[src/rtl/gtxe2_chnl_rx_align_if.sv]
// ---------------------------------------------------------------------------
// gtxe2_chnl_rx_align_if
// Bundles the data path of the RX comma aligner: the unaligned word stream
// going in and the aligned word stream plus lock status coming out.
//
// Signals:
//   align_en   enables alignment state/offset updates
//   in_valid   qualifier for in_data
//   in_data    unaligned word, bit 0 received first
//   out_valid  registered copy of in_valid
//   out_data   boundary-aligned word
//   comma_det  a comma was found in the current window
//   aligned    aligner is locked
//   realign    one-cycle pulse when the boundary offset changes
//   offset     current boundary offset
//
// Modports:
//   master  word source / status consumer (drives align_en, in_valid, in_data)
//   slave   the aligner itself
// ---------------------------------------------------------------------------
interface gtxe2_chnl_rx_align_if #(
  parameter int width = 20
);
  localparam int ow = $clog2(width);

  logic             align_en;
  logic             in_valid;
  logic [width-1:0] in_data;
  logic             out_valid;
  logic [width-1:0] out_data;
  logic             comma_det;
  logic             aligned;
  logic             realign;
  logic [ow-1:0]    offset;

  modport master (
    output align_en, in_valid, in_data,
    input  out_valid, out_data, comma_det, aligned, realign, offset
  );

  modport slave (
    input  align_en, in_valid, in_data,
    output out_valid, out_data, comma_det, aligned, realign, offset
  );
endinterface

[src/rtl/gtxe2_chnl_rx_align.sv]
// ---------------------------------------------------------------------------
// gtxe2_chnl_rx_align
// Comma alignment controller for the GTXE2 RX channel model, running in the
// deserializer outclk domain. Each valid word is concatenated with the
// previous valid word into a 2*width window; every bit offset of the window
// is compared against the K28.5 comma, the lowest matching offset is taken,
// and a HUNT/CHECK/LOCKED machine decides when to adopt it as the word
// boundary. Aligned words leave one cycle after they arrive, already cut at
// any offset chosen from that same word.
//
// Ports:
//   clk      parallel clock (deserializer outclk)
//   reset_n  asynchronous active-low reset
//   bus      gtxe2_chnl_rx_align_if.slave (align_en, in_valid, in_data in;
//            out_valid, out_data, comma_det, aligned, realign, offset out)
//
// Build option:
//   GTXE2_RX_ALIGN_MCOMMA_EN  when defined, the minus comma (mcomma) is
//                             detected alongside the plus comma (pcomma);
//                             otherwise only pcomma is recognised.
// ---------------------------------------------------------------------------
module gtxe2_chnl_rx_align #(
  parameter int         width    = 20,
  parameter int         lock_cnt = 3,
  parameter int         err_cnt  = 4,
  parameter logic [9:0] pcomma   = 10'b0101111100,
  parameter logic [9:0] mcomma   = 10'b1010000011
) (
  input  logic                       clk,
  input  logic                       reset_n,
  gtxe2_chnl_rx_align_if.slave       bus
);

  localparam int ow = $clog2(width);

  localparam logic [1:0] HUNT   = 2'd0;
  localparam logic [1:0] CHECK  = 2'd1;
  localparam logic [1:0] LOCKED = 2'd2;

  logic [1:0]         state, state_nxt;
  logic [3:0]         cnt, cnt_nxt, cnt_inc;
  logic [ow-1:0]      offset_q, off_nxt;
  logic [width-1:0]   prev;
  logic [2*width-1:0] c;
  logic [2*width-1:0] c_shift;
  logic [width-1:0]   match;
  logic               hit;
  logic [ow-1:0]      hit_k;

  logic               out_valid_q;
  logic [width-1:0]   out_data_q;
  logic               comma_det_q;
  logic               realign_q;

  // Newest word in the upper half so that bit 0 of the window is the oldest
  // received bit; a comma can then be found at any offset 0..width-1.
  assign c = {bus.in_data, prev};

  // One 10-bit comparator per candidate offset.
  for (genvar k = 0; k < width; k++) begin : g_cmp
`ifdef GTXE2_RX_ALIGN_MCOMMA_EN
    assign match[k] = (c[k+9:k] == pcomma) || (c[k+9:k] == mcomma);
`else
    assign match[k] = (c[k+9:k] == pcomma);
`endif
  end

`ifndef GTXE2_RX_ALIGN_MCOMMA_EN
  // mcomma has no comparators in this build; the parameter stays so that
  // instantiations are identical whichever way the aligner is built.
  if (mcomma == pcomma) begin : g_mcomma_same_as_pcomma
  end
`endif

  assign hit = |match;

  // Priority pick of the lowest matching offset: scanning downwards lets the
  // lowest index overwrite any higher one.
  always_comb begin
    hit_k = '0;
    for (int k = width - 1; k >= 0; k--) begin
      if (match[k]) begin
        hit_k = ow'(k);
      end
    end
  end

  assign cnt_inc = (cnt == 4'd15) ? cnt : cnt + 4'd1;

  // Alignment state machine; only a valid word with align_en high and a comma
  // somewhere in the window can move it, otherwise everything holds.
  always_comb begin
    state_nxt = state;
    cnt_nxt   = cnt;
    off_nxt   = offset_q;
    if (bus.in_valid && bus.align_en && hit) begin
      case (state)
        HUNT: begin
          off_nxt = hit_k;
          if (lock_cnt == 1) begin
            state_nxt = LOCKED;
            cnt_nxt   = '0;
          end else begin
            state_nxt = CHECK;
            cnt_nxt   = 4'd1;
          end
        end
        CHECK: begin
          if (hit_k == offset_q) begin
            cnt_nxt = cnt_inc;
            if (cnt_inc == 4'(lock_cnt)) begin
              state_nxt = LOCKED;
              cnt_nxt   = '0;
            end
          end else begin
            // A comma at a different boundary restarts the confirmation run.
            off_nxt = hit_k;
            cnt_nxt = 4'd1;
          end
        end
        LOCKED: begin
          if (hit_k == offset_q) begin
            cnt_nxt = '0;
          end else begin
            // Misaligned commas accumulate; losing lock keeps the old offset
            // so data keeps flowing on the last known boundary while hunting.
            cnt_nxt = cnt_inc;
            if (cnt_inc == 4'(err_cnt)) begin
              state_nxt = HUNT;
              cnt_nxt   = '0;
            end
          end
        end
        default: begin
          state_nxt = HUNT;
          cnt_nxt   = '0;
        end
      endcase
    end
  end

  // Cutting with off_nxt rather than the stored offset gives the zero-extra-
  // latency behaviour: a word that moves the boundary is itself emitted on
  // the new boundary.
  assign c_shift = c >> off_nxt;

  // Registered outputs and alignment state. Invalid words only clear
  // out_valid; the emitted word, flags and history are held.
  always_ff @(posedge clk or negedge reset_n) begin
    if (!reset_n) begin
      state       <= HUNT;
      cnt         <= '0;
      offset_q    <= '0;
      prev        <= '0;
      out_valid_q <= 1'b0;
      out_data_q  <= '0;
      comma_det_q <= 1'b0;
      realign_q   <= 1'b0;
    end else begin
      out_valid_q <= bus.in_valid;
      state       <= state_nxt;
      cnt         <= cnt_nxt;
      offset_q    <= off_nxt;
      if (bus.in_valid) begin
        prev        <= bus.in_data;
        out_data_q  <= c_shift[width-1:0];
        comma_det_q <= hit;
        realign_q   <= (off_nxt != offset_q);
      end
    end
  end

  assign bus.out_valid = out_valid_q;
  assign bus.out_data  = out_data_q;
  assign bus.comma_det = comma_det_q;
  assign bus.aligned   = (state == LOCKED);
  assign bus.realign   = realign_q;
  assign bus.offset    = offset_q;

endmodule
[src/flat_wrapper.sv]
// flat-port wrapper written by rule: the top's interface ports become plain ports
module gtxe2_chnl_rx_align_flat 
#(
  parameter int         width    = 20,
  parameter int         lock_cnt = 3,
  parameter int         err_cnt  = 4,
  parameter logic [9:0] pcomma   = 10'b0101111100,
  parameter logic [9:0] mcomma   = 10'b1010000011
)
  (clk, reset_n, bus_align_en, bus_in_valid, bus_in_data, bus_out_valid, bus_out_data, bus_comma_det, bus_aligned, bus_realign, bus_offset);
  gtxe2_chnl_rx_align_if #(.width(width)) bus_i ();
  input  logic clk;
  input  logic reset_n;
  input wire logic [$bits(bus_i.align_en)-1:0] bus_align_en;
  input wire logic [$bits(bus_i.in_valid)-1:0] bus_in_valid;
  input wire logic [$bits(bus_i.in_data)-1:0] bus_in_data;
  output wire logic [$bits(bus_i.out_valid)-1:0] bus_out_valid;
  output wire logic [$bits(bus_i.out_data)-1:0] bus_out_data;
  output wire logic [$bits(bus_i.comma_det)-1:0] bus_comma_det;
  output wire logic [$bits(bus_i.aligned)-1:0] bus_aligned;
  output wire logic [$bits(bus_i.realign)-1:0] bus_realign;
  output wire logic [$bits(bus_i.offset)-1:0] bus_offset;
  assign bus_i.align_en = bus_align_en;
  assign bus_i.in_valid = bus_in_valid;
  assign bus_i.in_data = bus_in_data;
  assign bus_out_valid = bus_i.out_valid;
  assign bus_out_data = bus_i.out_data;
  assign bus_comma_det = bus_i.comma_det;
  assign bus_aligned = bus_i.aligned;
  assign bus_realign = bus_i.realign;
  assign bus_offset = bus_i.offset;
  gtxe2_chnl_rx_align #(.width(width), .lock_cnt(lock_cnt), .err_cnt(err_cnt), .pcomma(pcomma), .mcomma(mcomma)) u_core (.clk(clk), .reset_n(reset_n), .bus(bus_i));
endmodule
[config.mk]
export PLATFORM = sky130hd
export DESIGN_NAME = gtxe2_chnl_rx_align_flat
export DESIGN_NICKNAME = d
export VERILOG_FILES = /design/src/rtl/gtxe2_chnl_rx_align_if.sv /design/src/rtl/gtxe2_chnl_rx_align.sv /design/src/flat_wrapper.sv
export SDC_FILE = /design/constraint.sdc
export NUM_CORES = 1
export LEC_CHECK = 0
export CORE_MARGIN = 3
export CORE_UTILIZATION = 49
export DETAILED_ROUTE_END_ITERATION = 8
export GPL_TIMING_DRIVEN = 0
export PLACE_DENSITY = 0.7
export SYNTH_ARGS = -nofsm -noshare
export SYNTH_HDL_FRONTEND = slang
export SYNTH_SLANG_ARGS = --single-unit
[constraint.sdc]
create_clock -name clk -period 4.1 [get_ports clk]
set_input_delay 1.025 -clock clk [delete_from_list [all_inputs] [get_ports clk]]
set_output_delay 1.025 -clock clk [all_outputs]
set_load 0.01 [all_outputs]
Word level (Yosys, flattened, before mapping)
Cells that the tools add are included.
{"block": "totals", "ff_bits": 54, "inputBits": 24, "out_inout_bits": 29}
{"block": "op_classes", "add_sub_neg": 1, "eq_ne": 31, "n_shift": 1, "mux": 34, "n_reduce_logical": 5}
{"op": "$eq 10x9->1 const B", "count": 20}
{"op": "$mux 5", "count": 22}
{"op": "$shr 40x5->20", "count": 1}
{"op": "$mux 4", "count": 5}
{"op": "$reduce_or 20->1", "count": 1}
{"op": "$pmux 4 s3", "count": 1}
{"op": "$pmux 5 s2", "count": 1}
{"op": "$mux 2", "count": 4}
{"op": "$ne 2x1->1 const B", "count": 3}
{"op": "$pmux 2 s3", "count": 1}
{"op": "$eq 5x5->1", "count": 1}
{"op": "$ne 5x5->1", "count": 1}
{"op": "$reduce_and 5->1", "count": 1}
{"op": "$add 4x1->4 const B", "count": 1}
{"op": "$eq 4x2->1 const B", "count": 1}
{"op": "$eq 4x3->1 const B", "count": 1}
{"op": "$eq 4x4->1 const B", "count": 1}
{"op": "$eq 2x1->1 const B", "count": 1}
{"op": "$eq 2x2->1 const B", "count": 1}
{"op": "$logic_and 1x1->1", "count": 2}
{"op": "$logic_not 2->1", "count": 1}
{"op": "$ne 2x2->1 const B", "count": 1}

Logic depth before layout (Yosys ltp)
Gate-level depths: netlist (run 1).
{"block": "logic_depth", "depth_word": 26, "ltp_mapped": 16, "mapped_depth_nobuf": 13}

Worst setup path after synthesis (run 1)
Ideal clock, no wire load.
{"block": "synth_timing", "path_type": "input -> register", "start": "in bus_in_data[0]", "end": "reg u_core.out_data_q[8] (netlist: u_core.bus.out_data[8])", "setup_time_ps": 135, "t_arrival_ps": 4295, "required_time_ps": 3965, "path_slack_ps": -330, "stages": 14, "path_buffers": 3, "path_cell_list": "buf_2 > nand2b_1 > or4_4 > a211o_1 > and3_4 > a311oi_4 > mux2_4 > buf_8 > buf_12 > mux2i_1 > mux2i_1 > mux4_2 > a31oi_1 > o31ai_1"}
{"block": "synth_via", "elab_chain_cells": 26}
{"item": "start, declared", "line_no": "flat_wrapper.sv:16", "source": "input wire logic [$bits(bus_i.in_data)-1:0] bus_in_data;"}
{"item": "$eq 10x9->1", "line_no": "gtxe2_chnl_rx_align.sv:64", "source": "assign match[k] = (c[k+9:k] == pcomma);"}
{"item": "$mux 5 (20 in series)", "line_no": "gtxe2_chnl_rx_align.sv:82", "source": "if (match[k]) begin"}
{"item": "$eq 5x5->1", "line_no": "gtxe2_chnl_rx_align.sv:109", "source": "if (hit_k == offset_q) begin"}
{"item": "$mux 5", "line_no": "gtxe2_chnl_rx_align.sv:109"}
{"item": "$pmux 5 s2", "line_no": "gtxe2_chnl_rx_align.sv:97", "source": "case (state)"}
{"item": "$mux 5", "line_no": "gtxe2_chnl_rx_align.sv:96", "source": "if (bus.in_valid && bus.align_en && hit) begin"}
{"item": "$shr 40x5->20 *", "line_no": "gtxe2_chnl_rx_align.sv:145", "source": "assign c_shift = c >> off_nxt;"}
{"item": "end signal, assigned", "line_no": "gtxe2_chnl_rx_align.sv:166", "source": "out_data_q <= c_shift[width-1:0];"}
{"item": "end, declared", "line_no": "gtxe2_chnl_rx_align.sv:51", "source": "logic [width-1:0] out_data_q;"}
Every way passes the cells marked *; elsewhere a longest branch is shown, timed or not.
A chain may end at the register's enable or synchronous reset.

Worst setup path in the final report (run 1)
{"block": "layout_timing", "start": "in bus_in_data[0]", "end": "reg u_core.out_data_q[16] (netlist: u_core.bus.out_data[16])"}
The elaborated chain is that of the path after synthesis.

==> results of run 1 <==
[logic make-up (layout without fill, tap and decap cells)]
family / Yosys count / after routing
flip-flops: 54 / 54
adder cells (fa/ha/maj): 1 / 1
XOR/XNOR: 4 / 4
buffers and inverters: 66 / 158
AO/OA/AOI/OAI: 105 / 105
multiplexers: 140 / 140
AND/OR/NAND/NOR: 183 / 183
[cell type report]
| type | count | share of cell area, % |
|---|---|---|
| Multi-Input combinational cell | 433 | 59.28 |
| Sequential cell | 54 | 18.73 |
| Timing Repair Buffer | 84 | 11.93 |
| Buffer | 45 | 4.665 |
| Tap cell | 133 | 2.307 |
| Inverter | 20 | 1.283 |
| Clock buffer | 6 | 1.145 |
| Clock inverter | 2 | 0.5376 |
| Timing Repair inverter | 1 | 0.1214 |
[sequential cells by signal, summed over array words and instances, names as in the netlist]
| signal | cells |
|---|---|
| u_core.bus.out_data | 20 |
| u_core.prev | 20 |
| u_core.bus.offset | 5 |
| u_core.cnt | 4 |
| u_core.state | 2 |
| u_core.bus.comma_det | 1 |
| u_core.bus.out_valid | 1 |
| u_core.bus.realign | 1 |
[routing by layer]
layer | vias up | share of wire [%]
li1 | 2305 | -
met1 | 2614 | 39
met2 | 309 | 47
met3 | 78 | 7.8
met4 | 0 | 6.0
met5 | - | 0
[metrics by stage]
step	setup WS [ns]	cells	total power, mW	setup TNS (ns)	hold WS, ns
2_1_floorplan	-0.2038	553	1.907	-1.267	0.4942
3_3_place_gp	-1.602	737	2.497	-36.79	0.4835
3_5_place_dp	-1.566	738	2.505	-37.10	0.4749
4_1_cts	-0.1991	776	3.508	-2.147	0.5127
5_1_grt	-0.2917	778	3.780	-4.329	0.5501
6_report	-0.2363	778	3.633	-3.037	0.5114
[cells in the final DEF, fill, tap and decap left out, types with 6 or more instances in the layout]
master	Yosys	final
a21oi_1	14	10
a31oi_1	12	11
buf_12	2	8
buf_2	20	18
buf_4	2	29
buf_6	1	8
clkbuf_1	17	13
clkbuf_8	0	6
clkdlybuf4s50_1	0	42
dfrtp_1	54	54
inv_1	16	16
mux2_2	34	27
mux2_4	2	9
mux2i_1	96	41
mux2i_2	0	13
mux2i_4	0	42
mux4_2	8	8
nand2_1	55	53
nand2b_1	11	9
nand3_1	15	15
nand3b_1	11	11
nand4b_1	7	7
nor2_1	23	23
nor4_1	12	9
o21ai_0	16	12
o221ai_2	0	9
or3_1	8	7
[how the worst max path moves through the flow]
stage / startpoint / to / slack, ns
3_5_place_dp: bus_in_data[1] / u_core.bus.out_data[0] / -1.57
6_report: bus_in_data[0] / u_core.bus.out_data[16] / -0.24
2_1_floorplan: bus_in_data[0] / u_core.bus.out_data[13] / -0.20
3_3_place_gp: bus_in_data[1] / u_core.bus.out_data[0] / -1.60
5_1_grt: bus_in_data[1] / u_core.bus.out_data[8] / -0.29
4_1_cts: bus_in_data[0] / u_core.bus.out_data[8] / -0.20
[timing repair]
action / in CTS / in global routing
buffers inserted: 27 / 2
gates cloned: 4 / 0
gates resized for setup: 198 / 35
pin swaps: 16 / 12
hold buffers: 0 / 0
endpoints found under the setup margin: 31 / 23
[power by group through the flow]
stage	logic (mW)	registers [mW]	clock network [mW]
final	2.47	0.764	0.400
after floorplan	1.10	0.803	0
after CTS	2.34	0.761	0.405
after global routing	2.57	0.783	0.424
after detailed placement	1.74	0.768	0
after global placement	1.74	0.761	0
==> impl_results.md, run 1 <==
* Status: complete, but fails checks
* Failing checks: negative setup slack
* Clock buffer depth at 2
* Worst path required time at 4.34 ns
* Routed Antenna Nets at 0
* Initial antenna violation count at 0
* # diodes at 0
* Detailed Route Iter0 Violations at ~460
* Synth area leaders: dfrtp_1 (26%), mux2i_1 (19%), mux2_2 (7.5%), nand2_1 (4.0%), mux4_2 (3.5%)
* Reg2reg setup slack at -0.08 ns
* M2 GR Usage at roughly 54%
* Worst Path Max Fanout at 5
* FF-to-FF path depth at 16
* RSZ-0062 raised after global routing: yes
* Fin Clk Skew at 0.01221 ns
* H-tree Lvls at 2
* HPWL Detailed at around 13 mm
* Worst slew pin tran at between 0.7 and 0.8 ns
* Compound-gate portion of the synthesized area at between 15 and 20%
* Power Density at 503.5 nW/um2
* Leak Pwr at about 2.8 nW
* Routed vias at ~5.3k
* Largest family of logic cells by synthesized area: multiplexers
* Gate Count Post-Synth at between 500 and 600
* Worst-Skew Late Latency at approximately 0.33 ns
* Final Critical Period at 4.336 ns
* Register area share after synthesis at a little over a quarter
* Wire per inst at about 25 um
* Leading area contributor after synthesis: dfrtp_1
* Async SR Flop Fraction at 100.0%
* Wirelength, routed at a little under 20 mm
* CTS tree: done
* EDFF count, synth at 0
* CTS buffer count at 5
* Sequential cell area at 1351 um2
* Final Hold Vio Count at 0
* Synth Area in Simple Gates at between 20 and 25%
* Wire length of the first global-routing pass at 30.10 mm
* GRT met3 Usage at under 10%
* Critical path's slowest cell: or4_4
* Number of global-route vias before repair at approximately 5.4k
* Final setup margin at -0.2363 ns
* NetSw at between 1.5 and 2 mW
* Fill cell count at about 720
* Area Growth Syn to Fin at 40.81%
* Site Rows at 36
* Post-synth net total at a little under 600
* CP most frequent cell: o31ai_4
* CP peak stage delay at 0.51 ns
* Max frequency at around 0.23 GHz
* End-of-flow core utilization at between 70% and 80%
* Synth unique cells at 83
* Clock sink count at 54
* Largest net degree at the start of global routing at 36
* Post-synthesis xor/xnor area fraction at 0.6838%
* Post-synthesis adder-cell area fraction at 0.2442%
* Cell family with most CP delay: simple AND/OR/NAND/NOR gates
* Design area at between 7000 and 8000 um2
* Switching Fraction at ~42%
* Slew HR at between 40% and 50%
* Die Y-Extent at 108.3 um
* Final setup fails at 20
* Worst R2R End: u_core.bus.out_data[16]
* Placed cell area at slightly below 6000 um2
* Hold Crit Class: flop to flop
* CTS root buf: clkbuf_8
* GR met1 Demand/Resource at between 40% and 50%
* Combinational share of power at between 60% and 70%
* Count of input and output buffers at 51
* Area of the mapped netlist at 5124 um2
* Initial Utilization at about half
* Critical-path cell list: buf_12 -> nand2b_4 -> or4_4 -> a211o_1 -> nand3_1 -> and4_4 -> o31ai_4 -> o31ai_4 -> mux2_4 -> clkinv_8 -> buf_8 -> mux2i_4 -> buf_4 -> mux2i_1 -> mux2_2 -> o221ai_2
* # IOs at between 50 and 60
* Share of power burned in registers at between 20% and 30%
* Syn_area_per_cell at 9.265 um2
* GRT Total Usage at around a third
* 1st-pass router iterations at 5
* Setup CP Type: primary input to flop
* Die Wd at 108.3 um
* Worst hold stages at 1
* Die area at 11,720 um2
* Placer Congestion at ~1.0
* Worst Path Arrival at around 4.6 ns
* Multi-input logic area at around 4300 um2
* Most frequent cells after synthesis: mux2i_1 (96), nand2_1 (55), dfrtp_1 (54)
* Count leader, synth: mux2i_1
* Max Transition Viols Final at 0
* Endpoint, Worst Hold: u_core.bus.realign
* Tcrit/Tclk final at 105.8%
* Core Region at 9955 um2
* Mux cell area share after synthesis at 30.33%
* Worst Setup Start Kind: primary input
* Seq cells post-synth at 54
* Layout cell share with drive strength beyond 1 at around 38%
* GRT overflow at 0
* YS warnings at 0
* Pint at between 2 and 2.5 mW
* Clock slew at reported path FFs at between 0.1 and 0.15 ns
* Main synth FF type: dfrtp_1
* Worst reg2reg path startpoint: u_core.prev[15]
* Final nets at between 600 and 700
* VDD IR-drop max at ~0.28 mV
* Top Usage Layer GRT: met2
* Vias per inst at 6.820
* CP Buf/Inv Count at 4
* DRC Markers at 0
* Instance count on the critical path at 16
* Clock share of power at between 10% and 20%
* Critical path endpoint category: flop
* Min-delay src: u_core.bus.realign
* MaxCap Viol Count at 0
* Post-synth top area share at around a quarter
Power figures use the tool's default switching activity.
==> run 2: changes to the inputs <==
--- a/config.mk
+++ b/config.mk
@@ -8,6 +8,7 @@
 export CORE_MARGIN = 3
 export CORE_UTILIZATION = 49
 export DETAILED_ROUTE_END_ITERATION = 8
+export GPL_ROUTABILITY_DRIVEN = 1
 export GPL_TIMING_DRIVEN = 0
 export PLACE_DENSITY = 0.7
 export SYNTH_ARGS = -nofsm -noshare
==> results of run 2 <==
The final DEF is identical to that of run 1; final timing and power are the same.
==> run 3: changes to the inputs <==
--- a/config.mk
+++ b/config.mk
@@ -5,12 +5,14 @@
 export SDC_FILE = /design/constraint.sdc
 export NUM_CORES = 1
 export LEC_CHECK = 0
+export CELL_PAD_IN_SITES_DETAIL_PLACEMENT = 1
+export CELL_PAD_IN_SITES_GLOBAL_PLACEMENT = 2
 export CORE_MARGIN = 3
-export CORE_UTILIZATION = 49
+export CORE_UTILIZATION = 37
 export DETAILED_ROUTE_END_ITERATION = 8
 export GPL_ROUTABILITY_DRIVEN = 1
 export GPL_TIMING_DRIVEN = 0
-export PLACE_DENSITY = 0.7
+export PLACE_DENSITY = 0.82
 export SYNTH_ARGS = -nofsm -noshare
 export SYNTH_HDL_FRONTEND = slang
 export SYNTH_SLANG_ARGS = --single-unit
==> run 3 against run 2 <==
Effect of this change:
- the run still ends with negative setup slack left
- largest cell class unchanged
- clock power grew 28%
- sequential share of layout area down 0.69 points
- non-clock buffer count rose by 11
- register-to-register slack got worse by 0.21 ns
- first-iteration DRC count down 4.3%
- combinational power is 3% higher
- flip-flop and latch count stayed put
==> impl_results.md, run 3 (synthesized netlist as in run 1, its figures left out) <==
* Placed cell area at slightly below 6000 um2
* Clock sink count at 54
* CTS buffer count at 5
* Min-delay src: u_core.bus.out_data[18]
* Tot Pwr at ~3.8 mW
* Reg2reg setup slack at -0.29 ns
* Worst Path Max Fanout at 10
* GRT overflow at 0
* Worst slew pin tran at around 0.83 ns
* Wire length of the first global-routing pass at roughly 34 mm
* Setup TNS at -5.056 ns
* Combinational share of power at around two thirds
* Fin Clk Skew at roughly 0.0059 ns
* Count of input and output buffers at 51
* Hold Crit Class: flop to flop
* H-tree Lvls at 2
* Die Y-Extent at 123.7 um
* Critical-path cell list: buf_12 -> nand2b_4 -> or4_4 -> a211o_1 -> nand3_1 -> and4_4 -> o31ai_4 -> o31ai_4 -> mux2_4 -> buf_12 -> buf_4 -> mux2i_1 -> mux2_2 -> o21ai_2 -> o221ai_1
* Design area at 7488 um2
* Final setup margin at -0.3360 ns
* Largest net degree at the start of global routing at 30
* Critical path endpoint category: flop
* Fill cell count at roughly 1.4k
* Worst reg2reg path startpoint: u_core.prev[16]
* Routed Antenna Nets at 0
* Power Density at roughly 510 nW/um2
* Slew HR at 44.81%
* Die area at approximately 15,000 um2
* Wire per inst at between 20 and 30 um
* Switching Fraction at between 40 and 50%
* GRT Total Usage at a little under a third
* Max frequency at around 0.23 GHz
* Wirelength, routed at roughly 23 mm
* Status: complete, but fails checks
* Worst path required time at 4.27 ns
* Detailed Route Iter0 Violations at roughly 440
* Placer Congestion at 0.9312
* Routed vias at between 5k and 6k
* RSZ-0062 raised after global routing: yes
* 1st-pass router iterations at 4
* Clock share of power at between 10% and 20%
* Area Growth Syn to Fin at 46.15%
* Leak Pwr at 2.862 nW
* Initial antenna violation count at 0
* Worst-Skew Late Latency at approximately 0.31 ns
* Tcrit/Tclk final at 108.2%
* Final Critical Period at 4.436 ns
* Site Rows at between 40 and 50
* # diodes at 0
* NetSw at between 1.5 and 2 mW
* CTS root buf: clkbuf_16
* Cell family with most CP delay: simple AND/OR/NAND/NOR gates
* Vias per inst at roughly 6.4
* Critical path origin: bus_in_data[0]
* Layout cell share with drive strength beyond 1 at approximately two fifths
* Critical path's slowest cell: or4_4
* Setup CP Type: primary input to flop
* CTS tree: done
* Max Transition Viols Final at 0
* Initial Utilization at between 30% and 40%
* # IOs at 53
* HPWL Detailed at approximately 15 mm
* CP Buf/Inv Count at 3
* Worst Path Arrival at between 4 and 5 ns
* MaxCap Viol Count at 0
* Share of power burned in registers at between 20% and 30%
* Number of global-route vias before repair at roughly 5.7k
* Worst Setup Start Kind: primary input
* Clock slew at reported path FFs at 0.07 ns
* Clock buffer depth at 2
* CP peak stage delay at 0.51 ns
* DRC Markers at 0
* Die Wd at 123.7 um
* Core Region at approximately 13,000 um2
* Final Hold Vio Count at 0
* Final nets at 680
* Failing checks: negative setup slack
* Final setup fails at 20
* VDD IR-drop max at ~0.28 mV
* Most frequent cells in the layout: nand2_1 (54), dfrtp_1 (54), mux2i_1 (42), clkdlybuf4s50_1 (42), mux2i_4 (40)
* Pint at between 2 and 2.5 mW
[run 3: changes by cell type in the layout (fill, tap and decap cells not counted), moves of 4 or more]
cell / delta
buf_12: +4
clkbuf_16: +6
clkbuf_8: -6
o221ai_1: +5
o221ai_2: -5
[run 3: layer usage]
metal,wire [um],GRT usage (%),vias up
met5,0,0,-
met4,1042,14.88,0
met2,11180,49.68,246
met1,9342,37.78,2699
li1,-,-,2314
met3,1369,5.313,82
[run 3: power groups by stage]
| stage | Sequential, mW | Clock (mW) | Combinational (mW) |
|---|---|---|---|
| final | 0.770 | 0.510 | 2.54 |
| after detailed placement | 0.773 | 0 | 1.77 |
| after global placement | 0.768 | 0 | 1.76 |
| after CTS | 0.766 | 0.519 | 2.33 |
| after global routing | 0.789 | 0.536 | 2.65 |
| after floorplan | 0.803 | 0 | 1.10 |
[run 3: final timing paths]
kind	depth (start not counted)	endpoint
worst max-delay path	15	u_core.bus.out_data[3]
worst min register to register	2	u_core.bus.out_data[18]
max in group asynchronous	2	u_core.bus.out_data[10]
worst min-delay path	2	u_core.bus.out_data[18]
worst max register to register	15	u_core.bus.out_data[3]
min in group asynchronous	1	u_core.prev[12]
[run 3: timing repair]
item | 4_1_cts | 5_1_grt
setup endpoints to repair | 32 | 20
hold buffers | 0 | 0
pin swaps | 16 | 20
cloned | 4 | 1
resized for setup | 197 | 43
buffers inserted | 28 | 11
[run 3: stage by stage]
step           instances  utilization (%)  setup slack [ns]  hold WS (ns)
2_1_floorplan        553                -           -0.2038        0.4942
3_3_place_gp         780            44.31            -1.799        0.4875
3_5_place_dp         781            44.43            -1.826        0.4986
4_1_cts              820            53.65           -0.2137        0.5138
5_1_grt              832            55.88           -0.3924        0.5422
6_report             832            55.88           -0.3360        0.5070
[run 3: worst register-to-register path: cells and delay by family, from the launching register on]
kind,cells,cell delay [ns]
simple gates,4,1.22
compound gates,5,1.06
buf+inv,3,0.69
flops,1,0.34
mux,3,0.93
[run 3: layout make-up]
cell class	count	area, um2	share of cell area [%]
clock inverters	2	37.54	0.5013
flip-flops and latches	54	1351	18.05
plain buffers	45	309.0	4.127
well taps	176	220.2	2.941
repair buffers	95	1037	13.85
repair inverters	1	8.758	0.1170
clock buffers	6	128.9	1.721
inverters	20	92.59	1.236
multi-input cells	433	4303	57.46
